File: src/rtl/aibcr3aux_rst_seq_if.sv
// Aux reset sequencer signal bundle.
// The sequencer sits on the slave side. The bench or the aux top wrapper sits on the master side.
interface aibcr3aux_rst_seq_if;
    logic       i_por_vccl;
    logic       i_por_vcchssi;
    logic       i_por_vccl_ovrd;
    logic       i_dn_por;
    logic       i_dn_rst_n;
    logic       i_dll_lock;
    logic       o_io_rst_n;
    logic       o_dll_rst_n;
    logic       o_adapter_rst_n;
    logic       o_por_done;
    logic       o_lock_err;
    logic [2:0] o_state;

    modport master (
        output i_por_vccl, i_por_vcchssi, i_por_vccl_ovrd, i_dn_por, i_dn_rst_n, i_dll_lock,
        input  o_io_rst_n, o_dll_rst_n, o_adapter_rst_n, o_por_done, o_lock_err, o_state
    );

    modport slave (
        input  i_por_vccl, i_por_vcchssi, i_por_vccl_ovrd, i_dn_por, i_dn_rst_n, i_dll_lock,
        output o_io_rst_n, o_dll_rst_n, o_adapter_rst_n, o_por_done, o_lock_err, o_state
    );
endinterface

File: src/rtl/aibcr3aux_rst_seq.sv
// Aux-channel reset sequencer: debounces power-good and releases IO, DLL and adapter resets in order.
// DLL release waits for lock, and a timeout leads to an error state.
module aibcr3aux_rst_seq #(
    parameter int unsigned SYNC_STAGES  = 2,
    parameter int unsigned CNT_W        = 10,
    parameter int unsigned DEB_CYCLES   = 64,
    parameter int unsigned STAGE_GAP    = 16,
    parameter int unsigned LOCK_TIMEOUT = 256
) (
    input  logic                i_osc_clk,
    input  logic                i_rst,
    aibcr3aux_rst_seq_if.slave  bus
);

    typedef enum logic [2:0] {
        ST_RESET    = 3'd0,
        ST_WAIT_PWR = 3'd1,
        ST_DEBOUNCE = 3'd2,
        ST_REL_IO   = 3'd3,
        ST_REL_DLL  = 3'd4,
        ST_DONE     = 3'd5,
        ST_ERR      = 3'd6
    } state_t;

    localparam logic [CNT_W-1:0] DEB_LAST = CNT_W'(DEB_CYCLES - 1);
    localparam logic [CNT_W-1:0] GAP_LAST = CNT_W'(STAGE_GAP - 1);
    localparam logic [CNT_W-1:0] TO_LAST  = CNT_W'(LOCK_TIMEOUT - 1);

    // Bit order: {lock, ovrd, dn_rst_n, dn_por, por_vcchssi, por_vccl}. The reset value reports every domain in POR.
    localparam logic [5:0] SYNC_RST = 6'b000111;

    logic [5:0]       w_async_in;
    logic [5:0]       r_sync [SYNC_STAGES];
    logic [5:0]       w_sync;
    logic             w_por_vccl_s;
    logic             w_por_vcchssi_s;
    logic             w_dn_por_s;
    logic             w_dn_rst_n_s;
    logic             w_ovrd_s;
    logic             w_lock_s;
    logic             w_pwr_ok;

    state_t           r_state;
    state_t           w_state_nxt;
    logic [CNT_W-1:0] r_cnt;
    logic [CNT_W-1:0] w_cnt_nxt;
    logic             r_io_rst_n;
    logic             r_dll_rst_n;
    logic             r_adapter_rst_n;
    logic             r_por_done;
    logic             r_lock_err;

    assign w_async_in = {bus.i_dll_lock, bus.i_por_vccl_ovrd, bus.i_dn_rst_n,
                         bus.i_dn_por, bus.i_por_vcchssi, bus.i_por_vccl};

    always_ff @(posedge i_osc_clk or posedge i_rst) begin
        if (i_rst) begin
            for (int unsigned i = 0; i < SYNC_STAGES; i++) begin
                r_sync[i] <= SYNC_RST;
            end
        end else begin
            r_sync[0] <= w_async_in;
            for (int unsigned i = 1; i < SYNC_STAGES; i++) begin
                r_sync[i] <= r_sync[i-1];
            end
        end
    end

    assign w_sync          = r_sync[SYNC_STAGES-1];
    assign w_por_vccl_s    = w_sync[0];
    assign w_por_vcchssi_s = w_sync[1];
    assign w_dn_por_s      = w_sync[2];
    assign w_dn_rst_n_s    = w_sync[3];
    assign w_ovrd_s        = w_sync[4];
    assign w_lock_s        = w_sync[5];

    assign w_pwr_ok = ~(w_por_vccl_s & ~w_ovrd_s) & ~w_por_vcchssi_s & ~w_dn_por_s & w_dn_rst_n_s;

    // Power loss is checked first in every state. This gives it priority over the debounce, gap and lock transitions.
    always_comb begin
        w_state_nxt = r_state;
        w_cnt_nxt   = r_cnt;
        case (r_state)
            ST_RESET: begin
                w_state_nxt = ST_WAIT_PWR;
                w_cnt_nxt   = '0;
            end
            ST_WAIT_PWR: begin
                if (w_pwr_ok) begin
                    w_state_nxt = ST_DEBOUNCE;
                    w_cnt_nxt   = '0;
                end
            end
            ST_DEBOUNCE: begin
                if (!w_pwr_ok) begin
                    w_state_nxt = ST_WAIT_PWR;
                    w_cnt_nxt   = '0;
                end else if (r_cnt == DEB_LAST) begin
                    w_state_nxt = ST_REL_IO;
                    w_cnt_nxt   = '0;
                end else begin
                    w_cnt_nxt = r_cnt + CNT_W'(1);
                end
            end
            ST_REL_IO: begin
                if (!w_pwr_ok) begin
                    w_state_nxt = ST_WAIT_PWR;
                    w_cnt_nxt   = '0;
                end else if (r_cnt == GAP_LAST) begin
                    w_state_nxt = ST_REL_DLL;
                    w_cnt_nxt   = '0;
                end else begin
                    w_cnt_nxt = r_cnt + CNT_W'(1);
                end
            end
            ST_REL_DLL: begin
                if (!w_pwr_ok) begin
                    w_state_nxt = ST_WAIT_PWR;
                    w_cnt_nxt   = '0;
                end else if (w_lock_s) begin
                    w_state_nxt = ST_DONE;
                    w_cnt_nxt   = '0;
                end else if (r_cnt == TO_LAST) begin
                    w_state_nxt = ST_ERR;
                    w_cnt_nxt   = '0;
                end else begin
                    w_cnt_nxt = r_cnt + CNT_W'(1);
                end
            end
            ST_DONE, ST_ERR: begin
                if (!w_pwr_ok) begin
                    w_state_nxt = ST_WAIT_PWR;
                    w_cnt_nxt   = '0;
                end
            end
            default: begin
                w_state_nxt = ST_RESET;
                w_cnt_nxt   = '0;
            end
        endcase
    end

    // Outputs are decoded from the next state. This keeps them registered and in step with r_state.
    always_ff @(posedge i_osc_clk or posedge i_rst) begin
        if (i_rst) begin
            r_state         <= ST_RESET;
            r_cnt           <= '0;
            r_io_rst_n      <= 1'b0;
            r_dll_rst_n     <= 1'b0;
            r_adapter_rst_n <= 1'b0;
            r_por_done      <= 1'b0;
            r_lock_err      <= 1'b0;
        end else begin
            r_state         <= w_state_nxt;
            r_cnt           <= w_cnt_nxt;
            r_io_rst_n      <= (w_state_nxt inside {ST_REL_IO, ST_REL_DLL, ST_DONE, ST_ERR});
            r_dll_rst_n     <= (w_state_nxt inside {ST_REL_DLL, ST_DONE});
            r_adapter_rst_n <= (w_state_nxt == ST_DONE);
            r_por_done      <= (w_state_nxt == ST_DONE);
            r_lock_err      <= (w_state_nxt == ST_ERR);
        end
    end

    assign bus.o_state         = r_state;
    assign bus.o_io_rst_n      = r_io_rst_n;
    assign bus.o_dll_rst_n     = r_dll_rst_n;
    assign bus.o_adapter_rst_n = r_adapter_rst_n;
    assign bus.o_por_done      = r_por_done;
    assign bus.o_lock_err      = r_lock_err;

endmodule

File: src/flat_wrapper.sv
// flat-port wrapper written by rule: the top's interface ports become plain ports
module aibcr3aux_rst_seq_flat 
#(
    parameter int unsigned SYNC_STAGES  = 2,
    parameter int unsigned CNT_W        = 10,
    parameter int unsigned DEB_CYCLES   = 64,
    parameter int unsigned STAGE_GAP    = 16,
    parameter int unsigned LOCK_TIMEOUT = 256
)
  (i_osc_clk, i_rst, bus_i_por_vccl, bus_i_por_vcchssi, bus_i_por_vccl_ovrd, bus_i_dn_por, bus_i_dn_rst_n, bus_i_dll_lock, bus_o_io_rst_n, bus_o_dll_rst_n, bus_o_adapter_rst_n, bus_o_por_done, bus_o_lock_err, bus_o_state);
  aibcr3aux_rst_seq_if bus_i ();
  input  logic i_osc_clk;
  input  logic i_rst;
  input wire logic [$bits(bus_i.i_por_vccl)-1:0] bus_i_por_vccl;
  input wire logic [$bits(bus_i.i_por_vcchssi)-1:0] bus_i_por_vcchssi;
  input wire logic [$bits(bus_i.i_por_vccl_ovrd)-1:0] bus_i_por_vccl_ovrd;
  input wire logic [$bits(bus_i.i_dn_por)-1:0] bus_i_dn_por;
  input wire logic [$bits(bus_i.i_dn_rst_n)-1:0] bus_i_dn_rst_n;
  input wire logic [$bits(bus_i.i_dll_lock)-1:0] bus_i_dll_lock;
  output wire logic [$bits(bus_i.o_io_rst_n)-1:0] bus_o_io_rst_n;
  output wire logic [$bits(bus_i.o_dll_rst_n)-1:0] bus_o_dll_rst_n;
  output wire logic [$bits(bus_i.o_adapter_rst_n)-1:0] bus_o_adapter_rst_n;
  output wire logic [$bits(bus_i.o_por_done)-1:0] bus_o_por_done;
  output wire logic [$bits(bus_i.o_lock_err)-1:0] bus_o_lock_err;
  output wire logic [$bits(bus_i.o_state)-1:0] bus_o_state;
  assign bus_i.i_por_vccl = bus_i_por_vccl;
  assign bus_i.i_por_vcchssi = bus_i_por_vcchssi;
  assign bus_i.i_por_vccl_ovrd = bus_i_por_vccl_ovrd;
  assign bus_i.i_dn_por = bus_i_dn_por;
  assign bus_i.i_dn_rst_n = bus_i_dn_rst_n;
  assign bus_i.i_dll_lock = bus_i_dll_lock;
  assign bus_o_io_rst_n = bus_i.o_io_rst_n;
  assign bus_o_dll_rst_n = bus_i.o_dll_rst_n;
  assign bus_o_adapter_rst_n = bus_i.o_adapter_rst_n;
  assign bus_o_por_done = bus_i.o_por_done;
  assign bus_o_lock_err = bus_i.o_lock_err;
  assign bus_o_state = bus_i.o_state;
  aibcr3aux_rst_seq #(.SYNC_STAGES(SYNC_STAGES), .CNT_W(CNT_W), .DEB_CYCLES(DEB_CYCLES), .STAGE_GAP(STAGE_GAP), .LOCK_TIMEOUT(LOCK_TIMEOUT)) u_core (.i_osc_clk(i_osc_clk), .i_rst(i_rst), .bus(bus_i));
endmodule
File: config.mk
export PLATFORM = sky130hd
export DESIGN_NAME = aibcr3aux_rst_seq_flat
export DESIGN_NICKNAME = d
export VERILOG_FILES = /design/src/rtl/aibcr3aux_rst_seq_if.sv /design/src/rtl/aibcr3aux_rst_seq.sv /design/src/flat_wrapper.sv
export SDC_FILE = /design/constraint.sdc
export NUM_CORES = 1
export LEC_CHECK = 0
export ABC_AREA = 1
export CORE_MARGIN = 2
export CORE_UTILIZATION = 35
export DETAILED_ROUTE_END_ITERATION = 10
export SYNTH_ARGS = -nofsm -noshare
export SYNTH_HDL_FRONTEND = slang
export SYNTH_SLANG_ARGS = --single-unit
File: constraint.sdc
create_clock -name i_osc_clk -period 1.4 [get_ports i_osc_clk]
set_input_delay 0.28 -clock i_osc_clk [delete_from_list [all_inputs] [get_ports i_osc_clk]]
set_output_delay 0.28 -clock i_osc_clk [all_outputs]
set_load 0.01 [all_outputs]
# == After elaboration in Yosys (flattened, before gate mapping) ==
# Index checks and enable logic that the tools add are counted.
# word_totals
word_cells,57
output_inout_bits,8
ff_bits,29
# op_classes
n_reduce_logical,5
add_sub_neg,1
mux,20
n_eq_ne,15
n_bitwise,8
# ops
cell,count
10-bit 2-to-1 mux,9
10-bit case mux with 5 select lines,1
3-bit 2-to-1 mux,9
3-bit == test (second input constant),6
3-bit case mux with 6 select lines,1
10-bit by 1-bit adder with 10-bit output (second input constant),1
10-bit by 4-bit == test with 1-bit output (second input constant),1
10-bit by 6-bit == test with 1-bit output (second input constant),1
10-bit by 8-bit == test with 1-bit output (second input constant),1
3-bit by 2-bit == test with 1-bit output (second input constant),3
1-bit AND,4
1-bit NOT,4
4-bit nonzero test,1
3-bit by 1-bit == test with 1-bit output (second input constant),1
3-bit zero test,1
2-bit by 1-bit != test with 1-bit output (second input constant),1
2-bit != test (second input constant),1
2-bit AND reduction,1
2-bit nonzero test,1
2-bit OR reduction,1

# == Logic depth before layout (Yosys ltp) ==
# Gate-level depths: netlist of run 1.
# depth
word_depth,10
mapped_depth,10
depth_no_buf,10

# == Worst setup path before layout of run 1 ==
# No wires, ideal clock.
# synth_path
path_kind,register -> register
startpoint,register u_core.r_cnt[0]
endpoint,register u_core.r_cnt[2]
path_buffers,0
path_stages_with_launch,9
arrival_time_ps,1277
synth_period_minus_slack_ps,1402
path_slack_ps,-2
path_cell_list,dfrtp_1 -> ha_1 -> inv_1 -> nor2_2 -> nand3_2 -> nand2_1 -> nand3_2 -> a21oi_4 -> nor2_1
# synth_via
elab_chain_cells,5
word_cells_on_any_way,12
cone_classes,1 x add/sub; 3 x eq/ne; 8 x mux
# synth_lines
element,line_no,source
"start, declared",aibcr3aux_rst_seq.sv:45,logic [CNT_W-1:0] r_cnt;
"start signal, assigned",aibcr3aux_rst_seq.sv:155,r_cnt <= w_cnt_nxt;
10-bit by 1-bit adder with 10-bit output or 10-bit by 8-bit == test with 1-bit output (tied branches),n/a,
10-bit 2-to-1 mux,aibcr3aux_rst_seq.sv:123,end else if (r_cnt == TO_LAST) begin
10-bit 2-to-1 mux,aibcr3aux_rst_seq.sv:120,end else if (w_lock_s) begin
10-bit 2-to-1 mux,aibcr3aux_rst_seq.sv:117,if (!w_pwr_ok) begin
10-bit case mux with 5 select lines *,aibcr3aux_rst_seq.sv:83,case (r_state)
# Mark *: on every way between the ends. The rest lies on a longest branch, timed or not.
# A chain may end at the register's enable or synchronous reset.

# == Worst setup path in the final report of run 1 ==
# layout_path
startpoint,register u_core.r_cnt[1]
endpoint,register u_core.r_adapter_rst_n (netlist: u_core.bus.o_adapter_rst_n)
# layout_via
elab_chain_cells,6
word_cells_on_any_way,12
cone_classes,4 x eq/ne; 8 x mux
# layout_lines
element,line_no,source
10-bit by 8-bit == test with 1-bit output,aibcr3aux_rst_seq.sv:123,
3-bit 2-to-1 mux,aibcr3aux_rst_seq.sv:123,
3-bit 2-to-1 mux,aibcr3aux_rst_seq.sv:120,
3-bit 2-to-1 mux,aibcr3aux_rst_seq.sv:117,
3-bit case mux with 6 select lines *,aibcr3aux_rst_seq.sv:83,
net u_core.w_state_nxt[0],aibcr3aux_rst_seq.sv:44,state_t w_state_nxt;
3-bit == test *,aibcr3aux_rst_seq.sv:158,r_adapter_rst_n <= (w_state_nxt == ST_DONE);
"end signal, assigned",aibcr3aux_rst_seq.sv:158,
"end, declared",aibcr3aux_rst_seq.sv:49,logic r_adapter_rst_n;
# Mark *: on every way through the listed nets, which the timed path passes. The rest lies on a longest branch.

==> impl_metrics.tcl, run 1 <==
set metrics [dict create \
    antenna_found_initial 0 \
    crit_path_cell_trace "ha_4, nand3_4, nor2_4, nand2_4, buf_6, o21ai_1, nand3_2, and2_4" \
    synth_nets 171 \
    max_cap_viol_count 0 \
    placedCellCount 242 \
    p_seq_frac 0.460 \
    first_iter_violations 30 \
    min-delay-path-class "in2async" \
    worstPathArrival_ns 1.76 \
    power.density_nw_per_um2 880 \
    share_clk_of_total_power 0.440 \
    pwr-share-comb 0.100 \
    detail_route.wirelength_um 3130 \
    fp.dieH_um 67.4 \
    timing_worst_setup_path_type "reg2reg" \
    rsz_0062_raised_after_global_routing "true" \
    synth_cell_type_count 26 \
    cts.reportedPaths.clkPinSlew_ns 0.06 \
    postSynthAreaPerCell_um2 8.67 \
    switching_share 0.229 \
    finalCritPeriodShare 1.13 \
    critical_path.top_delay_family "simple AND/OR/NAND/NOR gates" \
    vdd.ir_drop.worst_mv 0.795 \
    ant_nets 0 \
    slew_headroom 0.826 \
    outcome "finished, violations left" \
    grt_first_pass_wirelength_um 4990 \
    number_of_max_slew_violations_in_the_final_report 0 \
    area.sequential_um2 738 \
    dieArea_um2 4540 \
    n_antenna_cell 0 \
    internal_power_mw 1.47 \
    core-area_um2 3940 \
    final_cell_count_no_fill 259 \
    cts_buffers 5 \
    crit_required_ns 1.58 \
    die_width_um 67.4 \
    cts-root-to-sink-buffers 2 \
    grt_max_degree 30 \
    areaGrowthSynthToFinish_pct 54.7 \
    gp_routability_congestion 0.838 \
    stdcell_area_um2 2170 \
    core.rowCount 23 \
    drt-pass1-iter-count 4 \
    place_area_um2 1760 \
    cts_max_level 2 \
    numPortBuffers 15 \
    worst_skew_pair.late_latency_ns 0.29 \
    endpoint_kind "flop" \
    cts-root-buf "sky130_fd_sc_hd__clkbuf_8" \
    timing.clock.skew_ns 0.00761 \
    fin_nets 217 \
    drc 0 \
    vias 1168 \
    worst_slew_pin_slew_ns 0.260 \
    clock_tree_from_tritoncts "yes" \
    yosys_warnings 0 \
    max_stage_delay_ns 0.40 \
    timing.critical_path.buf_inv 1 \
    setup.worst_path.start_class "flop" \
    placement.setup.worst_slack_ns -0.139 \
    timing_hold_violations_final 0 \
    p_sw_uw 439 \
    grt.overflow.total 0 \
    postSynthCellCount 162 \
    p_total_mw 1.91 \
    final_layout_size_suffix_gt1_frac 0.488 \
    critical_path.slowest_cell "sky130_fd_sc_hd__dfrtp_1" \
    setup_violations 14 \
    post_cts_hold_buffer_count 0 \
    syn_area_um2 1410 \
    io_pins 16 \
    period_needed_ns 1.58 \
    clock_sinks 29 \
    start_util 0.356 \
    ff2ff_path_depth 8 \
    static-leakage-power_nw 1.03 \
    crit_cells 8 \
    synth.ff_latch_count 29 \
    cp_max_fo 3 \
    grtUsageTotal 0.152 \
    multi_input_area_um2 798 \
    synth-seq-area-share 0.522 \
    nFillCells 338 \
    post_drt_wl_per_cell_um 12.1 \
    violations "negative setup slack" \
    fmax_mhz 633 \
    hpwl_um 2040 \
    final_critical_path_setup_slack_ns -0.180 \
    number_of_global_route_vias_before_repair 1188 \
    route.detailed.vias_per_inst 4.51 \
]
-- registers in the layout, summed over array words and instances (netlist names) --
register	cells
u_core.bus.o_io_rst_n	1
u_core.r_cnt	10
u_core.bus.o_lock_err	1
u_core.bus.o_adapter_rst_n	1
u_core.bus.o_state	3
u_core.bus.o_dll_rst_n	1
u_core.r_sync	6
u_core.w_sync	6
-- worst paths after layout --
| kind | start | end | slack, ns |
|---|---|---|---|
| min | i_rst | u_core.bus.o_dll_rst_n$_DFF_PP0_ | 0.33 |
| min in group i_osc_clk | u_core.r_sync[9]$_DFF_PP0_ | u_core.w_sync[3]$_DFF_PP0_ | 0.35 |
| max reg2reg | u_core.r_cnt[1]$_DFFE_PP0P_ | u_core.bus.o_adapter_rst_n$_DFF_PP0_ | -0.18 |
| min reg2reg | u_core.r_sync[9]$_DFF_PP0_ | u_core.w_sync[3]$_DFF_PP0_ | 0.35 |
| max | u_core.r_cnt[1]$_DFFE_PP0P_ | u_core.bus.o_adapter_rst_n$_DFF_PP0_ | -0.18 |
| max in group asynchronous | i_rst | u_core.r_sync[8]$_DFF_PP1_ | 0.83 |
-- final cells by class --
cell class	count	area share
clock inverter	2	0.0161
sequential	29	0.340
timing repair buffer	40	0.170
clock buffer	6	0.0334
multi-input combinational	107	0.367
inverter	25	0.0449
tap	50	0.0288
-- worst register-to-register path: stages (launching register included) --
cell and delay, ns:
sky130_fd_sc_hd__dfrtp_1 0.40, sky130_fd_sc_hd__ha_4 0.18, sky130_fd_sc_hd__nand3_4 0.10, sky130_fd_sc_hd__nor2_4 0.14
sky130_fd_sc_hd__nand2_4 0.07, sky130_fd_sc_hd__buf_6 0.12, sky130_fd_sc_hd__o21ai_1 0.17, sky130_fd_sc_hd__nand3_2 0.12
sky130_fd_sc_hd__and2_4 0.17
-- per-layer routing --
layer | vias to the layer above | routed length, µm | track usage
met5 | - | 0 | 0
met3 | 8 | 118 | 0.0483
met4 | 0 | 72 | 0.0842
met1 | 554 | 1210 | 0.161
li1 | 590 | - | -
met2 | 16 | 1720 | 0.266
-- repair_timing --
item	4_1_cts	5_1_grt
setup buffers	3	8
hold endpoints to repair	0	0
pin swaps	7	14
gates resized for setup	24	55
endpoints found under the setup margin	22	17
-- cell families (layout without fill, tap and decap cells) --
family / count (synthesis) / count (layout) / share of synthesized area
flip-flops: 29 / 29 / 0.522
XOR/XNOR: 5 / 5 / 0.0312
adder cells (fa/ha/maj): 1 / 1 / 0.00890
AND/OR/NAND/NOR: 92 / 92 / 0.320
AO/OA/AOI/OAI: 9 / 9 / 0.0454
buffers and inverters: 26 / 73 / 0.0730
-- through the flow --
step,hold WS (ns),setup TNS [ns],utilization
after global placement,0.335,-0.676,0.446
after detailed placement,0.335,-1.20,0.446
after global routing,0.355,-2.93,0.551
after floorplan,0.284,0,-
after CTS,0.336,-1.17,0.489
final,0.334,-1.46,0.551
-- power groups by stage --
stage                     Clock, mW  Combinational, mW  Sequential [mW]
after floorplan                   0             0.0837            0.896
after global placement            0              0.152            0.896
after detailed placement          0              0.154            0.897
after CTS                     0.866              0.169            0.879
after global routing          0.898              0.209            0.882
final                         0.842              0.191            0.880
-- cells in the mapped netlist --
| master | n | share of area |
|---|---|---|
| sky130_fd_sc_hd__o21ai_0 | 3 | 0.011 |
| sky130_fd_sc_hd__nand3_1 | 12 | 0.043 |
| sky130_fd_sc_hd__nand3_4 | 1 | 0.012 |
| sky130_fd_sc_hd__nor2_1 | 20 | 0.053 |
| sky130_fd_sc_hd__dfstp_2 | 6 | 0.11 |
| sky130_fd_sc_hd__xor2_1 | 5 | 0.031 |
| sky130_fd_sc_hd__nor3b_1 | 1 | 0.0053 |
| sky130_fd_sc_hd__nand3_2 | 4 | 0.028 |
| sky130_fd_sc_hd__nor2_2 | 3 | 0.013 |
| sky130_fd_sc_hd__nand2_2 | 2 | 0.0089 |
| sky130_fd_sc_hd__a21oi_2 | 1 | 0.0062 |
| sky130_fd_sc_hd__clkinv_2 | 1 | 0.0036 |
| sky130_fd_sc_hd__a21oi_4 | 1 | 0.012 |
| sky130_fd_sc_hd__dfrtp_1 | 23 | 0.41 |
| sky130_fd_sc_hd__nand2_1 | 43 | 0.11 |
| sky130_fd_sc_hd__nor2_4 | 2 | 0.016 |
| sky130_fd_sc_hd__buf_4 | 1 | 0.0053 |
| sky130_fd_sc_hd__ha_1 | 1 | 0.0089 |
| sky130_fd_sc_hd__nand4_1 | 1 | 0.0045 |
| sky130_fd_sc_hd__o21ai_2 | 1 | 0.0062 |
| sky130_fd_sc_hd__inv_1 | 24 | 0.064 |
| sky130_fd_sc_hd__a21oi_1 | 1 | 0.0036 |
| sky130_fd_sc_hd__nand2_4 | 1 | 0.0080 |
| sky130_fd_sc_hd__o21ai_1 | 2 | 0.0071 |
| sky130_fd_sc_hd__nor3_2 | 1 | 0.0071 |
| sky130_fd_sc_hd__and2_1 | 1 | 0.0045 |
-- layout by cell type, fill, tap and decap left out, drive strengths merged --
| cell type | instances |
|---|---|
| ha | 1 |
| nand4 | 1 |
| clkbuf | 6 |
| dlygate4sd2 | 7 |
| clkdlybuf4s50 | 7 |
| and2 | 1 |
| bufinv | 1 |
| clkinv | 2 |
| nor3 | 1 |
| dfstp | 6 |
| a21oi | 3 |
| nand2 | 46 |
| o21ai | 6 |
| dfrtp | 23 |
| inv | 24 |
| buf | 26 |
| nor3b | 1 |
| xor2 | 5 |
| nor2 | 25 |
| nand3 | 17 |
(Power assumes the default switching activity.)
==> inputs of run 2 (changes only) <==
--- a/config.mk
+++ b/config.mk
@@ -9,6 +9,7 @@
 export CORE_MARGIN = 2
 export CORE_UTILIZATION = 35
 export DETAILED_ROUTE_END_ITERATION = 10
+export SKIP_LAST_GASP = 1
 export SYNTH_ARGS = -nofsm -noshare
 export SYNTH_HDL_FRONTEND = slang
 export SYNTH_SLANG_ARGS = --single-unit
==> run 2 against run 1 <==
Against the previous run: the flow still finishes with violations (negative setup slack); clock power is essentially flat; hold slack is essentially flat; count of clock-buffer cells in the layout is the same; sequential cell count is the same; fmax is the same; sequential share of layout area is essentially flat; sequential power is essentially flat; critical path depth is the same; cell count is the same; design area is essentially flat; register-to-register slack is essentially flat; critical path type unchanged; largest cell class unchanged; largest power group unchanged.
==> impl_metrics.tcl, run 2 (synthesis gave the netlist of run 1 again) <==
set metrics [dict create \
    power.density_nw_per_um2 880 \
    most_common_cell_after_layout_fill_and_taps_aside "sky130_fd_sc_hd__nand2_1" \
    static-leakage-power_nw 1.03 \
    vias 1168 \
    worstPathArrival_ns 1.76 \
    drt-pass1-iter-count 4 \
    nFillCells 338 \
    die_width_um 67.4 \
    max_cap_viol_count 0 \
    hpwl_um 2040 \
    number_of_global_route_vias_before_repair 1188 \
    post_drt_wl_per_cell_um 12.1 \
    setup_violations 14 \
    core-area_um2 3940 \
    min-delay-path-class "in2async" \
    ff2ff_path_depth 8 \
    critical_path.slowest_cell "sky130_fd_sc_hd__dfrtp_1" \
    n_antenna_cell 0 \
    route.detailed.vias_per_inst 4.51 \
    cts_max_level 2 \
    worst_setup_path_endpoint "u_core.bus.o_adapter_rst_n$_DFF_PP0_" \
    detail_route.wirelength_um 3130 \
    clock_sinks 29 \
    grt.overflow.total 0 \
    placement.setup.worst_slack_ns -0.139 \
    number_of_max_slew_violations_in_the_final_report 0 \
    areaGrowthSynthToFinish_pct 54.8 \
    timing_hold_violations_final 0 \
    grt_first_pass_wirelength_um 4990 \
    timing.clock.skew_ns 0.00761 \
    critical_path.reg2reg.endpoint "u_core.bus.o_adapter_rst_n$_DFF_PP0_" \
    r2r_slack_ns -0.18 \
    numPortBuffers 15 \
    io_pins 16 \
    cts-root-to-sink-buffers 2 \
    post_cts_hold_buffer_count 0 \
    r2r_start "u_core.r_cnt[1]$_DFFE_PP0P_" \
    antenna_found_initial 0 \
    timing_worst_setup_path_type "reg2reg" \
    start_util 0.356 \
    cts-root-buf "sky130_fd_sc_hd__clkbuf_8" \
    final_cell_mix "30 x sky130_fd_sc_hd__nand2_1, 19 x sky130_fd_sc_hd__dfrtp_1, 17 x sky130_fd_sc_hd__inv_1, 16 x sky130_fd_sc_hd__buf_4, 12 x sky130_fd_sc_hd__nor2_1" \
    slew_headroom 0.826 \
    ant_nets 0 \
    final_layout_size_suffix_gt1_frac 0.483 \
    crit_path_cell_trace "ha_4, nand3_4, nor2_4, nand2_4, buf_6, o21ai_1, nand3_2, and2_4" \
    gp_routability_congestion 0.838 \
    grtUsageTotal 0.152 \
    period_needed_ns 1.58 \
    fp.dieH_um 67.4 \
    core.rowCount 23 \
    outcome "finished, violations left" \
    worst_skew_pair.late_latency_ns 0.29 \
    grt_max_degree 30 \
    fin_nets 217 \
    placedCellCount 242 \
    first_iter_violations 32 \
    worstSetupStartpoint "u_core.r_cnt[1]$_DFFE_PP0P_" \
    layout.core_utilization 0.552 \
    clock_tree_from_tritoncts "yes" \
    worst_slew_pin_slew_ns 0.260 \
    cts_buffers 5 \
    largest_register "u_core.r_cnt" \
    cp_max_fo 3 \
    max_stage_delay_ns 0.40 \
    crit_required_ns 1.58 \
    fmax_mhz 633 \
    largest_reg_flops 10 \
    final_critical_path_setup_slack_ns -0.180 \
    vdd.ir_drop.worst_mv 0.795 \
    dieArea_um2 4540 \
    cts.reportedPaths.clkPinSlew_ns 0.06 \
    rsz_0062_raised_after_global_routing "true" \
    finalCritPeriodShare 1.13 \
    final_cell_count_no_fill 259 \
    setup.worst_path.start_class "flop" \
    endpoint_kind "flop" \
    violations "negative setup slack" \
    drc 0 \
]
run 2: final cells by class:
class                      instances  area [µm²]  share of cell area
clock buffer                       6        72.6              0.0334
clock inverter                     2        35.0              0.0161
inverter                          25        97.6              0.0449
multi-input combinational        107         798               0.367
sequential                        29         738               0.339
tap                               50        62.6              0.0288
timing repair buffer              40         370               0.170
run 2: stage by stage:
step | area, µm² | TNS [ns] | hold slack [ns] | total power, mW
floorplan | 1420 | 0 | 0.284 | 0.980
global placement | 1760 | -0.676 | 0.335 | 1.05
detailed placement | 1760 | -1.20 | 0.335 | 1.05
CTS | 1930 | -1.17 | 0.336 | 1.91
global route | 2170 | -2.94 | 0.355 | 1.99
finish | 2170 | -1.46 | 0.334 | 1.91
run 2: report_power, final:
group          switching (mW)  total, mW  leakage (nW)  internal (mW)
clock network           0.315      0.842        0.0552          0.527
logic                   0.111      0.191         0.616         0.0792
registers              0.0120      0.880         0.359          0.868
total                   0.439       1.91          1.03           1.47
run 2: worst min-delay path by stage:
stage                           startpoint                                    to  cells past startpoint
4_1_cts                              i_rst  u_core.bus.o_adapter_rst_n$_DFF_PP0_                      3
3_3_place_gp   u_core.r_sync[11]$_DFF_PP0_            u_core.w_sync[5]$_DFF_PP0_                      0
2_1_floorplan               bus_i_por_vccl            u_core.r_sync[6]$_DFF_PP1_                      0
5_1_grt         u_core.r_sync[9]$_DFF_PP0_            u_core.w_sync[3]$_DFF_PP0_                      0
3_5_place_dp    u_core.r_sync[9]$_DFF_PP0_            u_core.w_sync[3]$_DFF_PP0_                      0
6_report                             i_rst      u_core.bus.o_dll_rst_n$_DFF_PP0_                      3
run 2: what timing repair did:
item | 4_1_cts | 5_1_grt
pin swaps | 7 | 14
endpoints found under the setup margin | 22 | 17
gates resized for setup | 24 | 54
setup buffers | 3 | 8
run 2: routing by layer:
metal	wire length, µm	GRT usage	vias up	share of wire
li1	-	-	590	-
met4	72	0.0842	0	0.023
met5	0	0	-	0
met1	1220	0.161	554	0.39
met2	1720	0.266	16	0.55
met3	118	0.0483	8	0.038
run 2: worst max-delay path, delay by kind of cell (launching register included):
kind / cells / cell delay [ns]
fa+ha+maj: 1 / 0.18
compound gates: 1 / 0.17
flops: 1 / 0.40
simple gates: 5 / 0.60
buf+inv: 1 / 0.12
